### src/rtl/streaming_maximum_search_if.sv
// ============================================================================
// Module      : streaming_maximum_search_if
// Description : Sample-in / result-out handshake bundle for the serial max search.
// Revision    : 1.0 - initial release
// ============================================================================
`default_nettype none

interface streaming_maximum_search_if #(
    parameter int WIDTH = 8,
    parameter int IDX_W = 4
);
    logic             in_valid;
    logic             in_ready;
    logic [WIDTH-1:0] in_bits;
    logic             flush;
    logic             out_valid;
    logic             out_ready;
    logic [WIDTH-1:0] out_max;
    logic [IDX_W-1:0] out_index;
    logic [IDX_W-1:0] count;

    // Producer/consumer side of the block.
    modport master (
        output in_valid, in_bits, flush, out_ready,
        input  in_ready, out_valid, out_max, out_index, count
    );

    // The search block itself.
    modport slave (
        input  in_valid, in_bits, flush, out_ready,
        output in_ready, out_valid, out_max, out_index, count
    );
endinterface

`default_nettype wire

### src/rtl/streaming_maximum_search.sv
// ============================================================================
// Module      : streaming_maximum_search
// Description : Serial running-maximum search over COUNT-sample frames.
// Revision    : 1.0 - initial release
// ============================================================================
`default_nettype none

module streaming_maximum_search #(
    parameter int WIDTH = 8,
    parameter int COUNT = 10,
    parameter int IDX_W = 4
) (
    input  wire logic                        clock,
    input  wire logic                        reset,
    streaming_maximum_search_if.slave        io
);
    localparam logic [0:0]       ACCUM = 1'b0;
    localparam logic [0:0]       DONE  = 1'b1;
    localparam logic [IDX_W-1:0] LAST  = IDX_W'(COUNT - 1);

    logic [0:0]       state;
    logic [IDX_W-1:0] count;
    logic [WIDTH-1:0] max_val;
    logic [IDX_W-1:0] max_idx;
    logic             accept;

    // Handshake flags decode straight from state so reset reaches them without a clock.
    assign io.in_ready  = (state == ACCUM);
    assign io.out_valid = (state == DONE);
    assign io.out_max   = max_val;
    assign io.out_index = max_idx;
    assign io.count     = count;

    assign accept = io.in_valid && (state == ACCUM) && !io.flush;

    always_ff @(posedge clock or negedge reset) begin
        if (!reset) begin
            state   <= ACCUM;
            count   <= '0;
            max_val <= '0;
            max_idx <= '0;
        end else begin
            case (state)
                ACCUM: begin
                    if (io.flush) begin
                        count <= '0;
                    end else if (accept) begin
                        // First sample seeds the frame; later ones replace only when strictly larger.
                        if (count == '0) begin
                            max_val <= io.in_bits;
                            max_idx <= '0;
                        end else if (io.in_bits > max_val) begin
                            max_val <= io.in_bits;
                            max_idx <= count;
                        end
                        if (count == LAST) begin
                            state <= DONE;
                            count <= '0;
                        end else begin
                            count <= count + 1'b1;
                        end
                    end
                end
                DONE: begin
                    if (io.flush || io.out_ready) begin
                        state <= ACCUM;
                    end
                end
                default: begin
                    state <= ACCUM;
                    count <= '0;
                end
            endcase
        end
    end
endmodule

`default_nettype wire

### src/flat_wrapper.sv
// flat-port wrapper written by rule: the top's interface ports become plain ports
module streaming_maximum_search_flat 
#(
    parameter int WIDTH = 8,
    parameter int COUNT = 10,
    parameter int IDX_W = 4
)
  (clock, reset, io_in_valid, io_in_bits, io_flush, io_out_ready, io_in_ready, io_out_valid, io_out_max, io_out_index, io_count);
  streaming_maximum_search_if #(.WIDTH(WIDTH), .IDX_W(IDX_W)) io_i ();
  input  wire logic clock;
  input  wire logic reset;
  input wire logic [$bits(io_i.in_valid)-1:0] io_in_valid;
  input wire logic [$bits(io_i.in_bits)-1:0] io_in_bits;
  input wire logic [$bits(io_i.flush)-1:0] io_flush;
  input wire logic [$bits(io_i.out_ready)-1:0] io_out_ready;
  output wire logic [$bits(io_i.in_ready)-1:0] io_in_ready;
  output wire logic [$bits(io_i.out_valid)-1:0] io_out_valid;
  output wire logic [$bits(io_i.out_max)-1:0] io_out_max;
  output wire logic [$bits(io_i.out_index)-1:0] io_out_index;
  output wire logic [$bits(io_i.count)-1:0] io_count;
  assign io_i.in_valid = io_in_valid;
  assign io_i.in_bits = io_in_bits;
  assign io_i.flush = io_flush;
  assign io_i.out_ready = io_out_ready;
  assign io_in_ready = io_i.in_ready;
  assign io_out_valid = io_i.out_valid;
  assign io_out_max = io_i.out_max;
  assign io_out_index = io_i.out_index;
  assign io_count = io_i.count;
  streaming_maximum_search #(.WIDTH(WIDTH), .COUNT(COUNT), .IDX_W(IDX_W)) u_core (.clock(clock), .reset(reset), .io(io_i));
endmodule
### config.mk
export PLATFORM = sky130hd
export DESIGN_NAME = streaming_maximum_search_flat
export DESIGN_NICKNAME = d
export VERILOG_FILES = /design/src/rtl/streaming_maximum_search_if.sv /design/src/rtl/streaming_maximum_search.sv /design/src/flat_wrapper.sv
export SDC_FILE = /design/constraint.sdc
export NUM_CORES = 1
export LEC_CHECK = 0
export CAP_MARGIN = 5
export CELL_PAD_IN_SITES_DETAIL_PLACEMENT = 0
export CELL_PAD_IN_SITES_GLOBAL_PLACEMENT = 1
export CORE_ASPECT_RATIO = 1.2
export CORE_MARGIN = 3
export CORE_UTILIZATION = 38
export DETAILED_ROUTE_END_ITERATION = 10
export GPL_TIMING_DRIVEN = 0
export PLACE_DENSITY_LB_ADDON = 0.1
export SETUP_SLACK_MARGIN = 0.2
export SLEW_MARGIN = 20
export SYNTH_ARGS = -nofsm -noshare
export SYNTH_HDL_FRONTEND = slang
export SYNTH_SLANG_ARGS = --single-unit
export TNS_END_PERCENT = 20
### constraint.sdc
create_clock -name clock -period 2.7 [get_ports clock]
set_input_delay 0.54 -clock clock [delete_from_list [all_inputs] [get_ports clock]]
set_output_delay 0.54 -clock clock [all_outputs]
set_load 0.1 [all_outputs]
==> metrics.txt, run 1 <==
Worst Reg-to-Reg Cells=8; Max FO, Critical Path=8; total track usage=0.166; Row Count=21; Clock Path Buffers=2; worst hold slack=between 500 and 600 ps; Placer Congestion=between 0.7 and 0.8; DR vias/cell=between 5 and 6; Post-synth top cells=dfrtp_1, nand2_1, inv_1; Root Buffer=clkbuf_4; Crit path buffers/inverters=1; initial antenna violation count=0; cell count along the critical path=1; cts hold-fix bufs=0; PD cells=between 1000 and 1500 mW/mm²; crit path cell chain=clkdlybuf4s50_1; CP startpoint=u_core.io.count[2]; routed via count=between 1,000 and 1,500; # setup viols final=0; clk sinks=17; vias in the first global route=approximately 1,100; Adder-Cell Fraction of Synth Area=0.122; Synth Area in Compound Gates=0.255; synthesized area per cell=about 9 µm²; slowest library cell on the worst path=clkdlybuf4s50_1; GRT overflow=0; CTS tree=built; Max Clk Rate=just under 0.4 GHz; # DRC=0; Slew @ Worst Pin=approximately 1000 ps; Hold WC Path Type=register to register; Initial DRC Count=35; unrepaired setup endpoints after global routing=yes; Mapped Nets=roughly 150; Post-Synth Simple-Gate Area=0.179; delay-heaviest family, CP=buffers and inverters; placed inst area=0.00147 mm²; Setup TNS=0 ps; die width=55.8 µm; Synth Area in XOR/XNOR=0; Core ar.=roughly 0.0028 mm²; nets=approximately 180; largest net degree at the start of global routing=18; final wirelength=about 2.9 mm; maxcap violations=0; top cells by area, synth=dfrtp_1, ha_1, nand4_1, o211ai_1, a22oi_1; Die ar.=~0.0037 mm²; register area share after synthesis=0.377; mux cell area share after synthesis=0; DPL Wire Length=~2.1 mm; Area growth syn-to-layout=32.8%; share of layout cells above drive strength 1=0.0705; Antenna Nets Post-Route=0; Critical Path Sink=io_count[2]; reg-to-reg setup timing slack=740 ps; R2R Path End=u_core.io.out_max[7]; Yosys warnings=0; ys async rst share=1.00; Non-Filler Instances=190; initial core utilization=0.402; setup bufs post-CTS=0; crit path capture type=output pin; synthesized cell area=0.00113 mm²; Post-synth EDFFs=0; kind of critical path=register to output pin; top_reg_cell synth=dfrtp_1; CTS buffer count=3; dpl cells=between 150 and 200; worst stage delay on the critical path=about 1200 ps; outcome=finished, final reports clean; Final Cycle Share=0.934; Clk pin slew, worst setup/hold paths=about 100 ps; startpoint class of the critical path=register; crit path time final=between 2000 and 3000 ps; Die Span Y=between 60 and 70 µm; Leak=around 0.65 nW; post-synth top area cell=dfrtp_1; final hold viol count=0; WP data required=about 2200 ps; H-Tree Depth=1; Fillers=roughly 270; Yosys cell types=28; clock latency on the worst-skew pair=approximately 290 ps; reg-to-reg startpoint=u_core.io.out_max[1]; Synth Instances=about 120; Worst Skew=roughly 8.1 ps; PortBufs=30; top cell type's share of synthesized area=0.377; TritonRoute pass-1 iters=4; post-layout instance area=0.00150 mm²; cell with the most instances after synthesis=dfrtp_1; Peak VDD IR=~0.56 mV; first-pass GRT wire length=~4.8 mm; Final Slew Violations=0; Total Power Consumption=around 1.6 mW; IO Count=31; Ant. Diodes=0; #FFs+latches synth=17; main combinational cell family by area after synthesis=compound AO/OA/AOI/OAI gates; WL/cell=around 15 µm; critical path data arrival time=~2000 ps; Worst slew margin=0.349
metrics by stage:
stage	setup WS (ps)	util
2_1_floorplan	273	-
3_3_place_gp	204	0.524
3_5_place_dp	187	0.524
4_1_cts	165	0.533
5_1_grt	112	0.534
6_report	177	0.534
registers in the layout, indices dropped and copies added, names as in the netlist:
| name | count |
|---|---|
| u_core.io.count | 4 |
| u_core.io.out_index | 4 |
| u_core.io.out_max | 8 |
| u_core.io.out_valid | 1 |
final cells by class:
| type | count | area, µm² | share of cell area |
|---|---|---|---|
| well taps | 34 | 42.5 | 0.0284 |
| inverters | 12 | 45.0 | 0.0300 |
| flip-flops and latches | 17 | 425 | 0.284 |
| multi-input cells | 88 | 628 | 0.419 |
| clock buffers | 4 | 26.3 | 0.0175 |
| repair buffers | 30 | 302 | 0.201 |
| plain buffers | 5 | 31.3 | 0.0209 |
worst reg2reg max path: stages, from the launching register on:
cell	delay (ps)
dfrtp_1	410
inv_1	60
ha_1	300
nor2b_1	130
o211ai_1	150
a21o_1	140
and2_1	110
clkbuf_1	350
o211ai_1	160
cells by family (layout without fill, tap and decap cells):
logic type	count (synthesis)	after routing
DFF	17	17
adders and majority gates	11	11
AOI/OAI and AO/OA	39	39
and+or+nand+nor	38	38
buffers and inverters	17	51
cell usage in the layout, fill, tap and decap left out, types with 2 or more instances in the layout:
master / synthesis / final
clkdlybuf4s50_1: 0 / 28
o31ai_1: 2 / 2
nand4_1: 11 / 11
dfrtp_1: 17 / 17
a21oi_1: 6 / 6
nor2_1: 5 / 5
a21o_1: 2 / 2
clkbuf_4: 0 / 3
ha_1: 11 / 11
inv_1: 12 / 12
o21ai_0: 5 / 5
nand3_1: 2 / 2
o211ai_1: 9 / 9
a22o_1: 3 / 3
a22oi_1: 8 / 8
nand2_1: 13 / 13
a32o_1: 2 / 2
clkbuf_1: 2 / 3
worst min-delay path by stage:
stage | start | cells after the start | to
2_1_floorplan | reset | 0 | u_core.io.count[0]
3_3_place_gp | u_core.io.out_index[0] | 1 | u_core.io.out_index[0]
3_5_place_dp | u_core.io.out_index[0] | 1 | u_core.io.out_index[0]
5_1_grt | u_core.io.out_index[0] | 1 | u_core.io.out_index[0]
4_1_cts | u_core.io.out_index[0] | 1 | u_core.io.out_index[0]
6_report | u_core.io.out_index[0] | 1 | u_core.io.out_index[0]
power by group:
group | switching [mW] | internal (mW) | total [mW]
Clock | 0.0805 | 0.0574 | 0.138
Sequential | 0.0719 | 0.321 | 0.393
Combinational | 0.763 | 0.286 | 1.05
routing by layer:
metal	GRT usage	wire length [µm]	vias up
met1	0.210	1280	521
met5	0	0	-
met4	0.0547	16	0
met2	0.288	1450	31
li1	-	-	528
met3	0.0236	144	2
repair_timing:
item / 4_1_cts / 5_1_grt
cloned: 0 / 0
gates resized for setup: 1 / 1
endpoints found under the setup margin: 5 / 5
Note: power is estimated with default switching activity, not from simulation.
==> inputs of run 2 (changes only) <==
--- a/config.mk
+++ b/config.mk
@@ -14,7 +14,8 @@
 export DETAILED_ROUTE_END_ITERATION = 10
 export GPL_TIMING_DRIVEN = 0
 export PLACE_DENSITY_LB_ADDON = 0.1
-export SETUP_SLACK_MARGIN = 0.2
+export SETUP_SLACK_MARGIN = 0.4
+export SKIP_CTS_REPAIR_TIMING = 1
 export SLEW_MARGIN = 20
 export SYNTH_ARGS = -nofsm -noshare
 export SYNTH_HDL_FRONTEND = slang
==> run 2 against run 1 <==
Compared with the run above:
- power up 1.1%
- via count is 0.83% lower
- final cell count unchanged
- highest routed layer unchanged
- worst setup slack improved by 53 ps
- largest power group unchanged
- utilization rose by 0.62 points
- non-clock buffer count is the same
- largest cell class unchanged
- register-to-register slack gained 20 ps
- critical endpoint is now io_count[1]
- worst hold slack better by 0.61 ps
- clock power hardly changed
- count of clock-buffer cells in the layout did not move
==> metrics.txt, run 2 (synthesis results as in run 1) <==
outcome=finished, final reports clean; die width=55.8 µm; PortBufs=30; WP data required=~2200 ps; Total Power Consumption=1.60 mW; CP startpoint=u_core.io.count[1]; Setup TNS=0 ps; final hold viol count=0; H-Tree Depth=1; Ant. Diodes=0; Non-Filler Instances=190; first-pass GRT wire length=between 4 and 5 mm; Clock Path Buffers=2; Peak VDD IR=around 0.67 mV; Die ar.=roughly 0.0037 mm²; GRT overflow=0; # setup viols final=0; Worst Slack Setup Final=approximately 230 ps; Final Cycle Share=0.915; initial core utilization=0.402; reg-to-reg startpoint=u_core.io.out_max[1]; vias in the first global route=1,097; Hold WC Path Type=register to register; Crit path buffers/inverters=1; Placer Congestion=approximately 0.76; Row Count=21; largest net degree at the start of global routing=18; crit path time final=~2500 ps; dpl cells=~190; Area growth syn-to-layout=34.3%; kind of critical path=register to output pin; slowest library cell on the worst path=clkdlybuf4s50_1; Worst slew margin=0.351; total track usage=0.172; worst hold slack=between 500 and 600 ps; delay-heaviest family, CP=buffers and inverters; nets=181; Die Span Y=about 66 µm; critical path data arrival time=1930 ps; Clk pin slew, worst setup/hold paths=100 ps; Max FO, Critical Path=6; final wirelength=just under 3 mm; commonest non-fill, non-tap cell in the layout=clkdlybuf4s50_1; Worst Skew=6.25 ps; Leak=0.685 nW; clock latency on the worst-skew pair=approximately 290 ps; Final Slew Violations=0; Largest register FFs=8; Initial DRC Count=31; share of layout cells above drive strength 1=0.115; PD cells=about 1100 mW/mm²; commonest cells after routing, fill and taps aside=clkdlybuf4s50_1, nand2_1, inv_1, nand4_1, ha_1; DR vias/cell=around 5.6; pre-CTS setup slack=158 ps; routed via count=~1,100; CTS buffer count=3; TritonRoute pass-1 iters=4; clk sinks=17; # DRC=0; Antenna Nets Post-Route=0; Core ar.=around 0.0028 mm²; crit path capture type=output pin; maxcap violations=0; startpoint class of the critical path=register; Root Buffer=clkbuf_4; DPL Wire Length=approximately 2.3 mm; unrepaired setup endpoints after global routing=yes; crit path cell chain=clkdlybuf4s50_1; worst hold path startpoint=u_core.io.out_index[0]; initial antenna violation count=0; Slew @ Worst Pin=slightly below 1000 ps; CTS tree=built; worst stage delay on the critical path=between 1000 and 1500 ps; Fillers=277; Max Clk Rate=roughly 0.40 GHz; IO Count=31; WL/cell=around 15 µm
-- run 2: cell count changes in the layout (fill, tap and decap cells not counted), sizes merged --
cell / delta
dlygate4sd2: -1
clkdlybuf4s50: -2
dlymetal6s2s: +3
-- run 2: layout make-up --
cell class              instances  area (µm²)  area share
plain buffers                   5        31.3      0.0206
well taps                      34        42.5      0.0280
inverters                      12        45.0      0.0297
multi-input cells              88         628       0.414
clock buffers                   4        26.3      0.0173
repair buffers                 30         310       0.204
flip-flops and latches         17         434       0.286
-- run 2: final timing paths --
check                      slack, ps  depth (start not counted)                     end
max                              230                          1             io_count[1]
min                              500                          1  u_core.io.out_index[0]
max reg2reg                      760                          8    u_core.io.out_max[6]
min reg2reg                      500                          1  u_core.io.out_index[0]
max in group asynchronous       1460                          1    u_core.io.out_max[5]
min in group asynchronous        700                          1    u_core.io.out_max[3]
-- run 2: metal layers --
layer / part of all wire / vias up / GRT usage
met3: 0.037 / 2 / 0.0236
met2: 0.53 / 23 / 0.322
met1: 0.43 / 527 / 0.203
li1: - / 521 / -
met4: 0.0048 / 0 / 0.0456
met5: 0 / - / 0
-- run 2: power by group --
group | leakage, nW | internal (mW) | total, mW | switching [mW]
registers | 0.210 | 0.332 | 0.403 | 0.0707
logic | 0.460 | 0.290 | 1.06 | 0.766
clock network | 0.0150 | 0.0573 | 0.138 | 0.0805
-- run 2: through the flow --
| stage | utilization | instance area, µm² |
|---|---|---|
| after floorplan | - | 1140 |
| after global placement | 0.527 | 1480 |
| after detailed placement | 0.527 | 1480 |
| after CTS | 0.536 | 1510 |
| after global routing | 0.540 | 1520 |
| final | 0.540 | 1520 |
==> inputs of run 3 (changes only) <==
==> constraint.sdc (replaced) <==
create_clock -name clock -period 3.05 [get_ports clock]
set_input_delay 0.61 -clock clock [delete_from_list [all_inputs] [get_ports clock]]
set_output_delay 0.61 -clock clock [all_outputs]
set_load 0.1 [all_outputs]
==> run 3 against run 2 <==
Compared with the run above:
- global-route usage fell by 0.56 points
- critical path depth did not move
- sequential share of layout area fell by 0.27 points
- sequential power fell by 14%
- clock power fell by 11%
- via count rose by 0.47%
- design area fell by 1.1%
- largest power group unchanged
- power fell by 13%
- combinational power fell by 13%
- non-clock buffer count did not move
- worst hold slack got worse by 0.60 ps
==> metrics.txt, run 3 (synthesis results as in run 1) <==
outcome=finished, final reports clean; commonest cells after routing, fill and taps aside=clkdlybuf4s50_1, dfrtp_1, nand2_1, inv_1; Die Span Y=65.7 µm; Initial DRC Count=37; share of layout cells above drive strength 1=0.0705; Hold WC Path Type=register to register; Worst Skew=a little under 9 ps; Crit path buffers/inverters=1; kind of critical path=register to output pin; Ant. Diodes=0; Setup TNS=0 ps; vias in the first global route=approximately 1,100; cell count along the critical path=1; GRT overflow=0; WL/cell=~15 µm; DR vias/cell=~5.7; largest net degree at the start of global routing=18; Largest register FFs=8; die width=around 56 µm; Leak=0.640 nW; Die ar.=about 0.0037 mm²; Core ar.=around 0.0028 mm²; initial core utilization=0.402; PortBufs=30; Row Count=21; # DRC=0; initial antenna violation count=0; Worst Reg-to-Reg Cells=8; Slew @ Worst Pin=roughly 970 ps; Root Buffer=clkbuf_4; TritonRoute pass-1 iters=4; clock latency on the worst-skew pair=between 200 and 300 ps; clk sinks=17; Non-Filler Instances=190; Clock Path Buffers=2; worst stage delay on the critical path=approximately 1200 ps; PD cells=930 mW/mm²; delay-heaviest family, CP=buffers and inverters; dpl cells=186; unrepaired setup endpoints after global routing=yes; Max Clk Rate=0.384 GHz; Final Slew Violations=0; first-pass GRT wire length=4.84 mm; CTS tree=built; total track usage=0.166; crit path capture type=output pin; Final Cycle Share=0.854; IO Count=31; startpoint class of the critical path=register; CTS buffer count=3; Max FO, Critical Path=8; Antenna Nets Post-Route=0; pre-CTS setup slack=around 470 ps; Area growth syn-to-layout=32.9%; final hold viol count=0; WP data required=approximately 2400 ps; slowest library cell on the worst path=clkdlybuf4s50_1; nets=181; DPL Wire Length=approximately 2.1 mm; Placer Congestion=0.742; commonest non-fill, non-tap cell in the layout=clkdlybuf4s50_1; H-Tree Depth=1; # setup viols final=0; Worst Slack Setup Final=447 ps; routed via count=1,078; final wirelength=2.88 mm; Clk pin slew, worst setup/hold paths=110 ps; crit path time final=about 2600 ps; critical path data arrival time=between 1500 and 2000 ps; hold depth=1; post-layout instance area=approximately 0.0015 mm²; crit path cell chain=clkdlybuf4s50_1; maxcap violations=0; Peak VDD IR=~0.50 mV; placed inst area=0.00147 mm²; Worst slew margin=0.349
==> run 3: layout make-up <==
class | instances | area, µm²
multi-input cells | 88 | 628
plain buffers | 5 | 31.3
inverters | 12 | 45.0
clock buffers | 4 | 26.3
flip-flops and latches | 17 | 425
repair buffers | 30 | 303
well taps | 34 | 42.5
fillers | 265 | 1310
==> run 3: power breakdown <==
group	switching [mW]	internal, mW
clock	0.0717	0.0508
sequential	0.0630	0.284
combinational	0.673	0.254
==> run 3: final timing paths <==
path / slack (ps) / start / end
max: 450 / u_core.io.count[2] / io_count[2]
min: 500 / u_core.io.out_index[0] / u_core.io.out_index[0]
max reg2reg: 1100 / u_core.io.out_max[1] / u_core.io.out_max[7]
min reg2reg: 500 / u_core.io.out_index[0] / u_core.io.out_index[0]
max in group asynchronous: 1790 / reset / u_core.io.count[0]
min in group asynchronous: 760 / reset / u_core.io.out_max[2]
==> run 3: through the flow <==
stage           util  total power [mW]  hold slack, ps
3_5_place_dp   0.524              1.28             481
2_1_floorplan      -              1.05             314
5_1_grt        0.534              1.48             522
3_3_place_gp   0.524              1.27             480
4_1_cts        0.533              1.41             504
6_report       0.534              1.40             502
==> run 3: worst register-to-register path: stages, from the launching register on <==
cell and delay [ps]:
dfrtp_1 410, inv_1 60, ha_1 300, nor2b_1 130, o211ai_1 150, a21o_1 140
and2_1 110, clkbuf_1 340, o211ai_1 160
==> run 3: per-layer routing <==
layer  routed length (µm)  GRT usage
met1                 1280      0.210
met2                 1460      0.288
met3                  121     0.0236
met4                   21     0.0547
met5                    0          0
